File: config.mk
export PLATFORM = sky130hd
export DESIGN_NAME = uart_rx
export DESIGN_NICKNAME = d
export VERILOG_FILES = /design/src/rtl/uart_pkg.sv /design/src/rtl/uart_sync_2ff.sv /design/src/rtl/uart_rx.sv
export SDC_FILE = /design/constraint.sdc
export NUM_CORES = 1
export LEC_CHECK = 0
export CAP_MARGIN = 20
export CORE_ASPECT_RATIO = 0.6
export CORE_MARGIN = 4
export CORE_UTILIZATION = 55
export CTS_CLUSTER_DIAMETER = 200
export DETAILED_ROUTE_END_ITERATION = 8
export PLACE_DENSITY = 0.75
export SYNTH_ARGS = -nofsm -noshare
export SYNTH_HDL_FRONTEND = slang
export SYNTH_SLANG_ARGS = --single-unit
export TNS_END_PERCENT = 20
File: constraint.sdc
create_clock -name clk_i -period 4.9 [get_ports clk_i]
set_input_delay 0.98 -clock clk_i [delete_from_list [all_inputs] [get_ports clk_i]]
set_output_delay 0.98 -clock clk_i [all_outputs]
set_load 0.02 [all_outputs]
File: src/rtl/uart_pkg.sv
// Shared UART definitions: FSM state encoding, baud divider helper and parity function.
// Used by both the receiver and the transmitter.
package uart_pkg;

    typedef enum logic [2:0] {
        e_reset,
        e_idle,
        e_start_bit,
        e_data_bits,
        e_parity_bit,
        e_stop_bit
    } uart_state_e;

    function automatic int unsigned baud_div(input int unsigned clk_freq,
                                             input int unsigned baud);
        return clk_freq / baud;
    endfunction

    // Parity bit that makes the frame correct; data is zero-extended to 9 bits by the caller.
    function automatic logic parity_calc(input logic [8:0] data, input logic odd);
        return (^data) ^ odd;
    endfunction

endpackage

File: src/rtl/uart_sync_2ff.sv
// Two-flop synchroniser for an asynchronous single-bit input.
module uart_sync_2ff #(
    parameter logic reset_val_p = 1'b1
) (
    input  logic clk_i,
    input  logic reset_i,
    input  logic d_i,
    output logic q_o
);

    logic meta_q;

    always_ff @(posedge clk_i or posedge reset_i) begin
        if (reset_i) begin
            meta_q <= reset_val_p;
            q_o    <= reset_val_p;
        end else begin
            meta_q <= d_i;
            q_o    <= meta_q;
        end
    end

endmodule

File: src/rtl/uart_rx.sv
// UART receiver: samples each bit near its centre and presents words on a valid/yumi
// handshake with per-word parity and framing error flags.
module uart_rx
    import uart_pkg::*;
#(
    parameter int unsigned clk_per_bit_p = baud_div(100_000_000, 9600),
    parameter int unsigned data_bits_p   = 8,
    parameter int unsigned parity_bit_p  = 0,
    parameter int unsigned parity_odd_p  = 0,
    parameter int unsigned stop_bits_p   = 1
) (
    input  logic                   clk_i,
    input  logic                   reset_i,
    input  logic                   rx_i,
    output logic                   rx_v_o,
    output logic [data_bits_p-1:0] rx_o,
    input  logic                   rx_yumi_i,
    output logic                   parity_err_o,
    output logic                   frame_err_o,
    output logic                   overrun_o
);

    localparam int unsigned CntW = $clog2(clk_per_bit_p + 1);
    localparam int unsigned BitW =
        $clog2((data_bits_p > stop_bits_p) ? data_bits_p : stop_bits_p);
    localparam logic [CntW-1:0] MidCnt   = CntW'((clk_per_bit_p - 1) / 2);
    localparam logic [CntW-1:0] EndCnt   = CntW'(clk_per_bit_p - 1);
    localparam logic [BitW-1:0] LastData = BitW'(data_bits_p - 1);
    localparam logic [BitW-1:0] LastStop = BitW'(stop_bits_p - 1);

    logic rx_s;

    uart_sync_2ff #(
        .reset_val_p(1'b1)
    ) u_sync (
        .clk_i  (clk_i),
        .reset_i(reset_i),
        .d_i    (rx_i),
        .q_o    (rx_s)
    );

    uart_state_e            state_q, state_d;
    logic [CntW-1:0]        clk_cnt_q, clk_cnt_d;
    logic [BitW-1:0]        bit_cnt_q, bit_cnt_d;
    logic [data_bits_p-1:0] data_q, data_d;
    logic                   par_err_q, par_err_d;
    logic                   frm_err_q, frm_err_d;
    logic                   commit;
    logic [8:0]             data_ext;

    logic                   rx_v_q, rx_v_d;
    logic [data_bits_p-1:0] rx_q, rx_d;
    logic                   parity_err_q, parity_err_d;
    logic                   frame_err_q, frame_err_d;
    logic                   overrun_q, overrun_d;

    always_comb begin
        data_ext                   = '0;
        data_ext[data_bits_p-1:0] = data_q;
    end

    always_comb begin
        state_d   = state_q;
        clk_cnt_d = clk_cnt_q;
        bit_cnt_d = bit_cnt_q;
        data_d    = data_q;
        par_err_d = par_err_q;
        frm_err_d = frm_err_q;
        commit    = 1'b0;

        unique case (state_q)
            e_idle: begin
                clk_cnt_d = '0;
                bit_cnt_d = '0;
                if (!rx_s) begin
                    state_d   = e_start_bit;
                    par_err_d = 1'b0;
                    frm_err_d = 1'b0;
                end
            end
            e_start_bit: begin
                if (clk_cnt_q == MidCnt) begin
                    clk_cnt_d = '0;
                    // A high line at mid-start is a glitch, not a frame.
                    state_d   = rx_s ? e_idle : e_data_bits;
                end else begin
                    clk_cnt_d = clk_cnt_q + CntW'(1);
                end
            end
            e_data_bits: begin
                if (clk_cnt_q == EndCnt) begin
                    clk_cnt_d         = '0;
                    data_d[bit_cnt_q] = rx_s;
                    if (bit_cnt_q == LastData) begin
                        bit_cnt_d = '0;
                        state_d   = (parity_bit_p != 0) ? e_parity_bit : e_stop_bit;
                    end else begin
                        bit_cnt_d = bit_cnt_q + BitW'(1);
                    end
                end else begin
                    clk_cnt_d = clk_cnt_q + CntW'(1);
                end
            end
            e_parity_bit: begin
                if (clk_cnt_q == EndCnt) begin
                    clk_cnt_d = '0;
                    par_err_d = parity_calc(data_ext, parity_odd_p != 0) ^ rx_s;
                    state_d   = e_stop_bit;
                end else begin
                    clk_cnt_d = clk_cnt_q + CntW'(1);
                end
            end
            e_stop_bit: begin
                if (clk_cnt_q == EndCnt) begin
                    clk_cnt_d = '0;
                    frm_err_d = frm_err_q | ~rx_s;
                    if (bit_cnt_q == LastStop) begin
                        commit  = 1'b1;
                        state_d = e_idle;
                    end else begin
                        bit_cnt_d = bit_cnt_q + BitW'(1);
                    end
                end else begin
                    clk_cnt_d = clk_cnt_q + CntW'(1);
                end
            end
            default: state_d = e_idle;
        endcase
    end

    always_comb begin
        rx_v_d       = rx_v_q;
        rx_d         = rx_q;
        parity_err_d = parity_err_q;
        frame_err_d  = frame_err_q;
        overrun_d    = 1'b0;

        if (commit) begin
            if (!rx_v_q || rx_yumi_i) begin
                rx_v_d       = 1'b1;
                rx_d         = data_q;
                parity_err_d = par_err_q;
                frame_err_d  = frm_err_d;
            end else begin
                overrun_d = 1'b1;
            end
        end else if (rx_yumi_i) begin
            rx_v_d = 1'b0;
        end
    end

    always_ff @(posedge clk_i or posedge reset_i) begin
        if (reset_i) begin
            state_q      <= e_idle;
            clk_cnt_q    <= '0;
            bit_cnt_q    <= '0;
            data_q       <= '0;
            par_err_q    <= 1'b0;
            frm_err_q    <= 1'b0;
            rx_v_q       <= 1'b0;
            rx_q         <= '0;
            parity_err_q <= 1'b0;
            frame_err_q  <= 1'b0;
            overrun_q    <= 1'b0;
        end else begin
            state_q      <= state_d;
            clk_cnt_q    <= clk_cnt_d;
            bit_cnt_q    <= bit_cnt_d;
            data_q       <= data_d;
            par_err_q    <= par_err_d;
            frm_err_q    <= frm_err_d;
            rx_v_q       <= rx_v_d;
            rx_q         <= rx_d;
            parity_err_q <= parity_err_d;
            frame_err_q  <= frame_err_d;
            overrun_q    <= overrun_d;
        end
    end

    assign rx_v_o       = rx_v_q;
    assign rx_o         = rx_q;
    assign parity_err_o = parity_err_q;
    assign frame_err_o  = frame_err_q;
    assign overrun_o    = overrun_q;

endmodule
Yosys cells after proc, flatten, opt, wreduce, memory -nomap -nowiden
Cells that the tools add are included.

word-level totals
  bits in registers = 44
  input port bits = 4
  output and inout bits = 12
  word-level logic and storage cells = 87

operators by class
  add/sub/neg operators = 2
  $lt $le $gt $ge = 2
  eq/ne operators = 17
  multiplexer cells = 34
  bitwise operators = 3
  reductions and logical operators = 16

operator list
  operator                                                    count
  one-hot mux 14 bit (3 select lines)                         1
  2-to-1 mux 3 bit                                            11
  2-to-1 mux 14 bit                                           2
  inequality test 2 bit, second input constant                8
  one-hot mux 3 bit (5 select lines)                          1
  adder 14 x 1 -> 14 bit, second input constant               1
  == test 14 x 13 -> 1 bit, second input constant             1
  == test 14 bit, second input constant                       1
  2-to-1 mux 1 bit                                            13
  == test 3 bit, second input constant                        3
  one-hot mux 3 bit (3 select lines)                          1
  parity 9 bit                                                1
  bitwise mux 8 bit                                           1
  AND reduction 7 bit                                         1
  == test 3 x 2 -> 1 bit, second input constant               2
  AND reduction 2 bit                                         3
  nonzero test 3 bit                                          2
  less-than comparator 3 x 4 -> 1 bit, second input constant  1
  one-hot mux 1 bit (2 select lines)                          2
  AND reduction 4 bit                                         1
  nonzero test 2 bit                                          2
  adder 3 x 1 -> 3 bit, second input constant                 1
  demux 1 bit (select 3 bit)                                  1
  == test 3 x 1 -> 1 bit, second input constant               1
  12 further kinds                                            12

Logic depth before layout (Yosys ltp)
  depth after elaboration = 6
  gate-level depth with buffers = 7
  gate-level depth less buffers = 7

Cells and area by module
Synthesis repeated with hierarchy kept, for this count alone.

unflattened totals
  cell total of the unflattened synthesis = 211
  area, all modules = 2254.7 um^2

by module, submodules not included
  module         times used  cells an instance  area each (um^2)  sequential area each (um^2)
  uart_rx        1           208                2198.4            1052.3
  uart_sync_2ff  1           3                  56.3              52.6

Worst setup path before layout
Ideal clock, no wire load.

  kind = reg-to-reg
  start = register clk_cnt_q[5]
  end = register clk_cnt_q[9]
  library setup time = 0.126 ns
  arrival time = 2.066 ns
  data required time = 4.774 ns
  path slack = 2.708 ns
  stages on the path, launching flop included = 6
  buffers on the path = 0
  period minus slack after synthesis = 2.192 ns
  path through = dfrtp_1 -> or4_1 -> or4_1 -> a22o_1 -> and3_1 -> a221o_1

on the way
  word-level cells in the longest chain between the ends = 3
  elaborated cells on any way between the ends = 6
  those cells by class = add/sub: 1; eq/ne: 2; mux: 3

RTL lines
  item                                            RTL line        source
  from (decl)                                     uart_rx.sv:43   logic [CntW-1:0] clk_cnt_q, clk_cnt_d;
  from (signal assigned)                          uart_rx.sv:167  clk_cnt_q <= clk_cnt_d;
  adder 14 x 1 -> 14 bit (tied with other cells)  -
  2-to-1 mux 14 bit (on tied branches)            -
  one-hot mux 14 bit (3 select lines) (*)         uart_rx.sv:71   unique case (state_q)

Every way passes the cells marked *; elsewhere a longest branch is shown, timed or not.
A chain may end at the register's enable or synchronous reset.

Worst setup path after layout
  start = register clk_cnt_q[4]
  end = register rx_q[3], in the netlist rx_o[3]

on the way
  word-level cells in the longest chain between the ends = 4

RTL lines
  item                                  RTL line        source
  == test 14 bit                        uart_rx.sv:114  if (clk_cnt_q == EndCnt) begin
  2-to-1 mux 1 bit                      uart_rx.sv:114
  2-to-1 mux 1 bit                      uart_rx.sv:71
  AND reduction 2 bit (no source line)  -
  to (signal assigned)                  uart_rx.sv:173  rx_q <= rx_d;
  to (decl)                             uart_rx.sv:52   logic [data_bits_p-1:0] rx_q, rx_d;

No other way between the ends.

==> reports/qor.csv <==
metric,value,unit
status,completed,
yosys_register_bits,44,
clockBufferDepth,2,
totalWireLength,4590,µm
synthCells,224,
p_total,0.889,mW
antenna_found_initial,0,
post-place-ws,2.06,ns
hp-class,reg2reg,
die_w,90.8,µm
synth_cell_types,37,
placed_area,2430,µm²
min_period_over_period,58.3,%
num_vias,1699,
holdWs,0.360,ns
fmax,350,MHz
wl_per_cell,16.0,µm
n_antenna_cell,0,
required,5.08,ns
r2r-start,clk_cnt_q[4]$_DFFE_PP0P_,
die_h,57.7,µm
core,3810,µm²
finalSetupTns,0,ns
port_buffers,15,
htree_levels,2,
worstPathMaxFanout,10,
multi_input_area,1090,µm²
clk_latency,0.30,ns
cp.arrival,3.04,ns
clk_pin_slew_worst_paths,0.08,ns
setup_slack,2.04,ns
syn2layout_area_growth,11.8,%
syn_avg_cell_area,10.1,µm²
critPathCaptureType,flip-flop,
slew_headroom,40.3,%
cts_resized,0,
worstSetupStartpoint,clk_cnt_q[4]$_DFFE_PP0P_,
synthXorXnorAreaFrac,3.10,%
skew,0.00435,ns
worstSetupPathType,reg2reg,
synth_top_family_by_area,simple AND/OR/NAND/NOR gates,
tightest_slew,0.893,ns
internal-power,0.586,mW
pwr-share-seq,51.0,%
cts_root_buf,clkbuf_8,
clkPwrFrac,26.4,%
ir_drop,0.000305,V
setup_viol,0,
dp_cells,278,
drt-pass1-iter-count,4,
synth-edff-count,0,
powerDensity,352,nW/µm²
rsz0062_at_grt,no,
synthArstFlopShare,100,%
hp-start,u_sync.meta_q$_DFF_PP1_,
drv_slew,0,
finish.utilization,66.4,%
hold_viol,0,
synth_compound_area_share,11.5,%
final_cell_mix,"dfrtp_1, nand2_1, mux2_2",
cts_tree,done,
fillers,300,
yosysSeqAreaShare,48.9,%
drc,0,
combPwrFrac,22.6,%
p_sw,0.303,mW
yosys.area_share.simple,19.8,%
ios,16,
cts_num_sinks,44,
ant_nets,0,
synthesis.nets,232,
via_per_inst,5.94,
drtIter0Drc,122,
initial_core_util,59.3,%
seq_area,1100,µm²
synthesis.area,2260,µm²
gp_congestion,0.844,
drive_gt1_share,13.0,%
final_nets,246,
sw_frac_of_total,34.1,%
grt_usage,19.5,%
synthAdderAreaFrac,2.21,%
yosys_most_used_dff,dfrtp_1,
grt_pass1_vias,1598,
p_leak,1.16,nW
die-area,5230,µm²
fin_cells,286,
grt_pass1_wl,7920,µm
muxShareOfSynthArea,11.7,%
grt_max_degree,45,
final_cell_area,2530,µm²
maxCapViolations,0,
postCtsSetupBuffers,0,
holdBufCountCts,0,
dpl.hpwl,3250,µm
worstSetupStartpointType,flip-flop,
ys_warn_count,0,
rows,17,
period_needed,2.86,ns
final_common_cell,dfrtp_1,
overflow,0,
cts_buffers,5,
==> worst paths after layout <==
path	slack, ns	endpoint	depth (start not counted)
worst max-delay path	2.04	rx_o[3]$_DFFE_PP0P_	5
worst min-delay path	0.36	u_sync.q_o$_DFF_PP1_	0
worst max register to register	2.04	rx_o[3]$_DFFE_PP0P_	5
worst min register to register	0.36	u_sync.q_o$_DFF_PP1_	0
max in group asynchronous	3.14	rx_o[7]$_DFFE_PP0P_	2
min in group asynchronous	1.19	clk_cnt_q[1]$_DFFE_PP0P_	2
==> layout make-up <==
type	count	area share, %
Clock buffer	6	3.27
Clock inverter	2	0.396
Inverter	8	1.19
Multi-Input combinational cell	164	43.2
Sequential cell	44	43.7
Tap cell	47	2.33
Timing Repair Buffer	15	5.94
==> state kept, by name (all words and copies together) (netlist names) <==
name,cells
bit_cnt_q,3
u_sync.q_o,1
frm_err_q,1
rx_v_o,1
frame_err_o,1
data_q,8
clk_cnt_q,14
state_q,3
u_sync.meta_q,1
par_err_q,1
overrun_o,1
parity_err_o,1
rx_o,8
==> layer usage <==
layer | routed length, µm | up-vias | GRT usage (%)
met4 | 81 | 0 | 7.41
met5 | 0 | - | 0
met3 | 376 | 9 | 5.19
met2 | 1810 | 60 | 26.1
li1 | - | 832 | -
met1 | 2320 | 798 | 29.9
==> kinds of logic (layout without fill, tap and decap cells) <==
kind of cell / after synthesis / count (layout)
AND/OR/NAND/NOR: 87 / 87
flip-flops: 44 / 44
AO/OA/AOI/OAI: 41 / 41
multiplexers: 24 / 24
buffers and inverters: 16 / 31
XOR/XNOR: 8 / 8
adder cells (fa/ha/maj): 4 / 4
==> worst max-delay path, cell delays in order, from the launching register on <==
cell and delay [ns]:
dfrtp_1 0.48, nor4b_1 0.46, and4_1 0.45, nand4_1 0.20, nor2b_1 0.73, mux2_2 0.42
==> power groups by stage <==
| stage | Sequential (mW) | Combinational, mW | Clock [mW] |
|---|---|---|---|
| 2_1_floorplan | 0.426 | 0.188 | 0 |
| 3_3_place_gp | 0.455 | 0.192 | 0 |
| 3_5_place_dp | 0.458 | 0.201 | 0 |
| 4_1_cts | 0.451 | 0.202 | 0.239 |
| 5_1_grt | 0.460 | 0.230 | 0.257 |
| 6_report | 0.453 | 0.201 | 0.235 |
==> cells in the mapped netlist, types with 2 or more instances <==
library cell | count | area share [%]
and3_1 | 3 | 0.83
buf_2 | 3 | 0.66
nand2_1 | 24 | 4.0
nor2b_1 | 4 | 1.1
a31oi_1 | 10 | 2.8
nand3_1 | 9 | 2.0
mux2i_1 | 5 | 2.2
a21oi_1 | 12 | 2.7
nand4_1 | 4 | 1.1
o21ai_0 | 6 | 1.3
xnor2_1 | 7 | 2.7
a22o_1 | 3 | 1.2
nor2_1 | 17 | 2.8
nand2b_1 | 5 | 1.4
and4_1 | 4 | 1.6
mux2_2 | 19 | 9.5
dfstp_2 | 3 | 3.5
a21o_1 | 2 | 0.66
dfrtp_1 | 41 | 45
nand3b_1 | 4 | 1.3
ha_1 | 4 | 2.2
clkbuf_1 | 5 | 0.83
or4_1 | 2 | 0.66
inv_1 | 8 | 1.3
nor3_1 | 8 | 1.8
No activity file was read; power rests on OpenSTA's default activity.
